===== src/rtl/param_pipelined_cpu.sv =====
// Three-stage (fetch / execute / writeback) integer core with byte-loadable program memory.
// Executes R-type and I-type ALU operations with writeback forwarding, HALT, and restart.
module param_pipelined_cpu #(
    parameter int DATA_WIDTH = 8,
    parameter int PM_DEPTH   = 32,
    parameter int NUM_REGS   = 32
) (
    input  logic                        clk,
    input  logic                        rst,
    input  logic                        pmWrEn,
    input  logic [$clog2(PM_DEPTH)+1:0] pm_addr,
    input  logic [7:0]                  instructionIn,
    input  logic                        run,
    input  logic                        restart,
    output logic [DATA_WIDTH-1:0]       alu_result,
    output logic                        result_valid,
    output logic                        halted,
    output logic [$clog2(PM_DEPTH)-1:0] pc_out
);
    localparam int AW = $clog2(PM_DEPTH);
    localparam int SW = $clog2(DATA_WIDTH);
    localparam int RW = $clog2(NUM_REGS);
    localparam logic [6:0]  OP_R    = 7'b0110011;
    localparam logic [6:0]  OP_I    = 7'b0010011;
    localparam logic [6:0]  OP_HALT = 7'b1110011;
    localparam logic [31:0] BUBBLE  = 32'h0000_0000;

    logic [31:0]           pm_r [PM_DEPTH];
    logic [DATA_WIDTH-1:0] rf_r [NUM_REGS];
    logic [AW-1:0]         pc_r;
    logic [31:0]           ir_r;
    logic                  halted_r;
    logic                  wb_valid_r;
    logic [4:0]            wb_rd_r;
    logic [DATA_WIDTH-1:0] wb_result_r;

    logic [6:0]            op_s;
    logic [4:0]            rd_s, rs1_s, rs2_s;
    logic [2:0]            f3_s;
    logic                  is_r_s, is_i_s, exe_valid_s, exe_halt_s, fetch_en_s;
    logic [DATA_WIDTH-1:0] op1_s, op2_s, exe_result_s;

    function automatic logic [DATA_WIDTH-1:0] alu_f(
        input logic [2:0]            f3,
        input logic                  sub,
        input logic [DATA_WIDTH-1:0] a,
        input logic [DATA_WIDTH-1:0] b
    );
        logic [SW-1:0] sh;
        sh = b[SW-1:0];
        case (f3)
            3'b000:  return sub ? (a - b) : (a + b);
            3'b001:  return a << sh;
            3'b010:  return DATA_WIDTH'($signed(a) < $signed(b));
            3'b100:  return a ^ b;
            3'b101:  return a >> sh;
            3'b110:  return a | b;
            3'b111:  return a & b;
            default: return '0;
        endcase
    endfunction

    // Decode, operand selection with writeback forwarding, and ALU evaluation
    always_comb begin
        op_s        = ir_r[6:0];
        rd_s        = ir_r[11:7];
        f3_s        = ir_r[14:12];
        rs1_s       = ir_r[19:15];
        rs2_s       = ir_r[24:20];
        is_r_s      = (op_s == OP_R);
        is_i_s      = (op_s == OP_I);
        exe_halt_s  = (op_s == OP_HALT);
        exe_valid_s = is_r_s || is_i_s;
        op1_s       = '0;
        op2_s       = '0;
        if (wb_valid_r && (wb_rd_r == rs1_s) && (rs1_s != 5'd0)) begin
            op1_s = wb_result_r;
        end else if ({1'b0, rs1_s} < 6'(NUM_REGS)) begin
            op1_s = rf_r[rs1_s[RW-1:0]];
        end else begin
            op1_s = '0;
        end
        if (!is_r_s) begin
            op2_s = DATA_WIDTH'($signed(ir_r[31:20]));
        end else if (wb_valid_r && (wb_rd_r == rs2_s) && (rs2_s != 5'd0)) begin
            op2_s = wb_result_r;
        end else if ({1'b0, rs2_s} < 6'(NUM_REGS)) begin
            op2_s = rf_r[rs2_s[RW-1:0]];
        end else begin
            op2_s = '0;
        end
        exe_result_s = alu_f(f3_s, is_r_s && ir_r[30], op1_s, op2_s);
        // A HALT in execute suppresses the fetch so pc stays on the following address
        fetch_en_s   = run && !halted_r && !restart && !exe_halt_s;
    end

    // Program memory byte loader; contents survive reset
    always_ff @(posedge clk) begin
        if (pmWrEn && !run) begin
            pm_r[pm_addr[AW+1:2]][{pm_addr[1:0], 3'b000} +: 8] <= instructionIn;
        end
    end

    // Fetch stage, halt flag and execute-to-writeback pipeline register
    always_ff @(posedge clk or negedge rst) begin
        if (!rst) begin
            pc_r        <= '0;
            ir_r        <= BUBBLE;
            halted_r    <= 1'b0;
            wb_valid_r  <= 1'b0;
            wb_rd_r     <= 5'd0;
            wb_result_r <= '0;
        end else begin
            if (restart) begin
                pc_r     <= '0;
                halted_r <= 1'b0;
                ir_r     <= BUBBLE;
            end else if (fetch_en_s) begin
                ir_r <= pm_r[pc_r];
                pc_r <= pc_r + 1'b1;
            end else begin
                ir_r <= BUBBLE;
                if (exe_halt_s) begin
                    halted_r <= 1'b1;
                end
            end
            wb_valid_r <= exe_valid_s;
            if (exe_valid_s) begin
                wb_rd_r     <= rd_s;
                wb_result_r <= exe_result_s;
            end
        end
    end

    // Register file writeback; x0 and out-of-range destinations are dropped
    always_ff @(posedge clk or negedge rst) begin
        if (!rst) begin
            for (int i = 0; i < NUM_REGS; i++) begin
                rf_r[i] <= '0;
            end
        end else if (wb_valid_r && (wb_rd_r != 5'd0) && ({1'b0, wb_rd_r} < 6'(NUM_REGS))) begin
            rf_r[wb_rd_r[RW-1:0]] <= wb_result_r;
        end
    end

    assign alu_result   = wb_result_r;
    assign result_valid = wb_valid_r;
    assign halted       = halted_r;
    assign pc_out       = pc_r;
endmodule


===== config.mk =====
export PLATFORM = sky130hd
export DESIGN_NAME = param_pipelined_cpu
export DESIGN_NICKNAME = d
export VERILOG_FILES = /design/src/rtl/param_pipelined_cpu.sv
export SDC_FILE = /design/constraint.sdc
export NUM_CORES = 1
export LEC_CHECK = 0
export CAP_MARGIN = 0
export CELL_PAD_IN_SITES_DETAIL_PLACEMENT = 0
export CELL_PAD_IN_SITES_GLOBAL_PLACEMENT = 1
export CORE_MARGIN = 4
export CORE_UTILIZATION = 50
export DETAILED_ROUTE_END_ITERATION = 8
export PLACE_DENSITY = 0.78
export SYNTH_ARGS = -nofsm -noshare
export SYNTH_HDL_FRONTEND = slang
export SYNTH_SLANG_ARGS = --single-unit

===== constraint.sdc =====
create_clock -name clk -period 11.53 [get_ports clk]
set_clock_uncertainty 0.1 [all_clocks]
set_input_delay 2.8825 -clock clk [delete_from_list [all_inputs] [get_ports clk]]
set_output_delay 2.8825 -clock clk [all_outputs]
set_load 0.05 [all_outputs]

Word-level counts from Yosys, hierarchy flattened

Memories as Yosys holds them, arrays and structs flattened.
Index checks and enable logic that the tools add are counted.

Flip-flop bits (word level): 307
Logic and storage cells: 116
Output and inout port bits: 15
Input port bits: 20
Memory bits (writable): 1024
Memories kept: 1

Memories:

| memory | depth | bits a word | rd ports | clocked after memory_dff | write ports | RTL line | text |
|---|---|---|---|---|---|---|---|
| pm_r   | 32    | 32          | 1        | 0                        | 1           | 28       | `logic [31:0] pm_r [PM_DEPTH];` |

Bitwise logic cells: 6
Eq/ne operators: 12
Add/sub/neg operators: 4
Magnitude comparators: 5
Shift-type cells: 4
Multiplexer cells: 23
Reductions and logical operators: 23

Operators by type and width:

| kind                     | count |
|---|---|
| $bwmux W256              | 1 |
| $bmux W8 S5              | 2 |
| $mux W8                  | 9 |
| $mux W31                 | 2 |
| $pmux W8 S7              | 1 |
| $demux W8 S5             | 1 |
| $mux W32                 | 1 |
| $shift A8 B7 Y32 const A | 1 |
| $shiftx A8 B7 Y32        | 1 |
| $ge A6 B6 Y1 const B     | 3 |
| $not A5 Y6               | 3 |
| $reduce_bool A5 Y1       | 3 |
| $eq A3 B3 Y1 const B     | 4 |
| $logic_and A1 B1 Y1      | 11 |
| $eq A5 B5 Y1             | 2 |
| $mux W5                  | 2 |
| $add A8 B8 Y8            | 1 |
| $and A8 B8 Y8            | 1 |
| $lt A8 B8 Y1             | 1 |
| $or A8 B8 Y8             | 1 |
| $shl A8 B3 Y8            | 1 |
| $shr A8 B3 Y8            | 1 |
| $sub A8 B8 Y8            | 1 |
| $xor A8 B8 Y8            | 1 |
| other kinds (15)         | 22 |

Logic depth before layout (Yosys ltp)

Depth in word-level cells: 9
Gate-level depth with buffers: 21
Depth with buffers taken out: 18

Worst setup path before layout

Ideal clock, no wire load.

Kind: input-to-reg
From: in pm_addr[0]
To: mem pm_r[0][20], data pin
Library setup time: 0.461 ns
Required time: 10.969 ns
Stages: 4
Data arrival time: 4.820 ns
Setup slack: 6.149 ns
Path through: inv_1 ha_1 nand2_1 nor3b_1

Word-level cells in the longest chain between the ends: 2

Ends and longest elaborated chain:

| what              | RTL line | text |
|---|---|---|
| from (decl)       | 11       | `input logic [$clog2(PM_DEPTH)+1:0] pm_addr,` |
| $neg A5 Y7        | 100      | `pm_r[pm_addr[AW+1:2]][{pm_addr[1:0], 3'b000} +: 8] <= instructionIn;` |
| $shiftx A8 B7 Y32 | 100      |  |
| to (decl)         | 28       |  |

Every way passes these cells.

Worst setup path after layout

From: reg ir_r[21]
To: reg wb_result_r[7] (netlist: alu_result[7])

Word-level cells in the longest chain between the ends: 9
Elaborated cells on any way between the ends: 19
Classes of those cells: add/sub: 2; eq/ne: 1; shift: 2; mux: 7; bitwise: 4; reduce/logical: 3

Ends and longest elaborated chain:

| what                                           | RTL line | text |
|---|---|---|
| from (decl)                                    | 31       | `logic [31:0] ir_r;` |
| from (signal assigned)                         | 119      | `ir_r <= pm_r[pc_r];` |
| $not A5 Y6 (implied by the code)               | 88       | `op2_s = rf_r[rs2_s[RW-1:0]];` |
| $bmux W8 S5                                    | 88       |  |
| $mux W8 (implied by the code) (2 in series)    | 88       |  |
| $mux W8                                        | 85       | `end else if (wb_valid_r && (wb_rd_r == rs2_s) && (rs2_s != 5'd0)) begin` |
| $mux W8 *                                      | 83       | `if (!is_r_s) begin` |
| $add A8 B8 Y8 or $sub A8 B8 Y8 (tied branches) | 52       | `3'b000: return sub ? (a - b) : (a + b);` |
| $mux W8                                        | 52       |  |
| $pmux W8 S7 *                                  | 51       | `case (f3)` |
| to (signal assigned)                           | 130      | `wb_result_r <= exe_result_s;` |
| to (decl)                                      | 35       | `logic [DATA_WIDTH-1:0] wb_result_r;` |

Every way passes the cells marked *; elsewhere a longest branch is shown, timed or not. The select of a mux whose other input is x is not followed.
A chain may end at the register's enable or synchronous reset.

==> summary.md <==
| Metric | Value |
|---|---|
| Placed cell area | `0.0552 mm2` |
| Clk buf depth | `3` |
| Fmax | `166 MHz` |
| Final GP Congestion | `0.865` |
| Layout cells sized above 1 | `31.8%` |
| Post-synth top cells | `928 x edfxtp_1, 414 x mux4_2, 305 x dfrtp_1` |
| Prevailing post-synth register cell | `edfxtp_1` |
| Final setup viols | `0` |
| # IOs | `35` |
| GRT Util Overall | `23.9%` |
| Die ar. | `0.112 mm2` |
| Mapped Area | `0.0535 mm2` |
| Ys Warns | `0` |
| DRC Markers | `0` |
| CTS Buf Count | `130` |
| Setup_tns | `0 ns` |
| Critical path arrival | `6.50 ns` |
| Syn Inst Count | `2906` |
| Largest net degree at the start of global routing | `185` |
| Pleak | `18.3 nW` |
| Max-cap violations | `0` |
| Number of synthesized flops with an enable pin | `928` |
| Worst-Margin Slew | `1.29 ns` |
| Initial antenna violation count | `3` |
| Rows | `119` |
| Number of nets with antenna violations after routing | `0` |
| Iter 0 DRT Violations | `3114` |
| H-tree depth | `4` |
| Post-DP HPWL | `82300 um` |
| Status | `finished, final reports clean` |
| Area growth syn-to-layout | `11.2%` |
| Cell variety after synth | `80` |
| WL final | `132000 um` |
| Largest fanout on the critical path | `44` |
| Final Slew Violations | `0` |
| Count leader, synth | `edfxtp_1` |
| Fin crit share | `52.1%` |
| Hold Vio Cnt, Final | `0` |
| Initial Util | `50.6%` |
| Clock Tree Root | `clkbuf_16` |
| Synthesized area per cell | `18.4 um2` |
| Async set-reset flop share out of synthesis | `24.7%` |
| Largest cells by area after synthesis | `edfxtp_1 52%, mux4_2 17%, dfrtp_1 14%` |
| Synth area leader | `edfxtp_1` |
| CP required | `12.02 ns` |
| Hold-fix buffers, CTS | `0` |
| Core area | `0.106 mm2` |
| Post-DR vias/cell | `6.41` |
| Pre-antenna DRT Iters | `8` |
| IO Port Bufs | `34` |
| Worst-Skew Late Latency | `0.75 ns` |
| Syn Nets | `2959` |
| Register area share after synthesis | `66.4%` |
| Worst vdd ir | `180 uV` |
| Post-CTS Resized | `0` |
| Slew margin rel. | `13.8%` |
| Minimum clock period | `6.01 ns` |
| Vias in the first global route | `29.3k` |
| Worst hold-check path type | `reg2reg` |
| Critical Path End Type | `flip-flop` |
| Avg WL per Cell | `29.8 um` |
| First-pass GRT wire length | `198000 um` |
| Die W | `335 um` |
| Die Y | `335 um` |
| Design area | `0.0595 mm2` |
| # fillers | `7916` |
| Yosys reg bits | `1233` |
| Power density cells | `160 mW/mm2` |
| CTS tree | `yes` |
| Critical Path Start Type | `flip-flop` |
| DR vias | `28.4k` |
| Grt ovf | `0` |
| Synth top area share | `52.1%` |
| RSZ-0062 raised after global routing | `no` |
| CTS sink count | `1233` |
| Setup Fix Bufs, Post-CTS | `0` |
| Setup Crit Path Kind | `reg2reg` |
| Clock edge transition at the registers on the reported setup and hold paths | `0.06 ns` |
| Final net count | `2982` |
[critical path, cell delays in order (launching register included)]
cell and delay (ns):
dfrtp_4 0.72, buf_4 0.63, mux4_2 0.45, o21ai_1 0.23, nand4_1 0.28, o31ai_4 0.81
clkinv_1 0.51, ha_1 0.37, nand2b_1 0.11, a21oi_1 0.07, o21ai_0 0.25, a21oi_1 0.13
o41ai_1 0.37, or4_1 0.18, nand3_1 0.14, nor3_1 0.33, o221ai_2 0.14
[cell usage in the layout, fill, tap and decap left out, types with 15 or more instances in the layout]
cell	n
clkdlybuf4s50_1	33
clkinv_1	23
o21ai_0	30
nand2b_1	15
mux4_2	414
a21oi_1	27
nor2_1	207
dfrtp_1	294
mux2_2	259
o22ai_1	25
ha_1	31
clkbuf_1	30
inv_1	30
mux2i_1	77
nand2_1	114
buf_4	50
nand3_1	17
and2_1	16
edfxtp_1	928
clkbuf_16	133
[logic make-up after synthesis]
logic type,after synthesis,synth area share (%)
AO/OA/AOI/OAI,165,2.19
multiplexers,751,24.4
flip-flops,1233,66.4
buffers and inverters,229,1.84
AND/OR/NAND/NOR,478,4.15
XOR/XNOR,17,0.278
adder cells (fa/ha/maj),33,0.800
[sequential cells by signal, indices dropped and copies added, names as in the netlist]
name          count
pc_out            5
pm_r            928
rf_r            256
alu_result        8
ir_r             29
result_valid      1
wb_rd_r           5
halted            1
[layer usage]
layer	track usage (%)	share of wire, %
met5	0	0.0068
met4	8.59	3.7
met3	5.24	8.1
met2	37.4	48
met1	33.4	40
[through the flow]
step / power [mW] / worst slack (ns) / util [%] / instances / hold WS (ns)
2_1_floorplan: 5.27 / 6.15 / - / 2906 / 0.314
3_3_place_gp: 5.46 / 5.36 / 52.2 / 4188 / 0.277
3_5_place_dp: 5.48 / 5.12 / 52.2 / 4188 / 0.291
4_1_cts: 9.60 / 5.64 / 56.3 / 4421 / 0.301
5_1_grt: 9.84 / 5.06 / 56.3 / 4421 / 0.311
6_report: 9.53 / 5.52 / 56.3 / 4422 / 0.302
[power by group]
part	leakage, nW	internal (mW)	switching [mW]
combinational	5.35	0.203	0.355
sequential	10.9	4.78	0.0419
clock	2.06	2.41	1.74
total	18.3	7.39	2.14
[path summary, 6_finish.rpt]
kind | from | to | slack, ns | cells after the start
setup / recovery | ir_r[21] | alu_result[7] | 5.52 | 16
hold / removal | rf_r[254] | rf_r[254] | 0.30 | 0
setup reg to reg | ir_r[21] | alu_result[7] | 5.52 | 16
hold reg to reg | rf_r[254] | rf_r[254] | 0.30 | 0
max in group asynchronous | rst | ir_r[16] | 7.41 | 2
min in group asynchronous | rst | rf_r[206] | 2.10 | 1
[cell type report]
class / instances / area (um2) / area share (%)
timing repair buffer: 86 / 761 / 1.28
clock inverter: 64 / 731 / 1.23
antenna: 1 / 2.50 / 0.00421
multi-input combinational: 1444 / 17100 / 28.7
inverter: 34 / 128 / 0.215
clock buffer: 169 / 3520 / 5.92
sequential: 1233 / 35500 / 59.7
tap: 1391 / 1740 / 2.93
No activity file was read; power rests on OpenSTA's default activity.
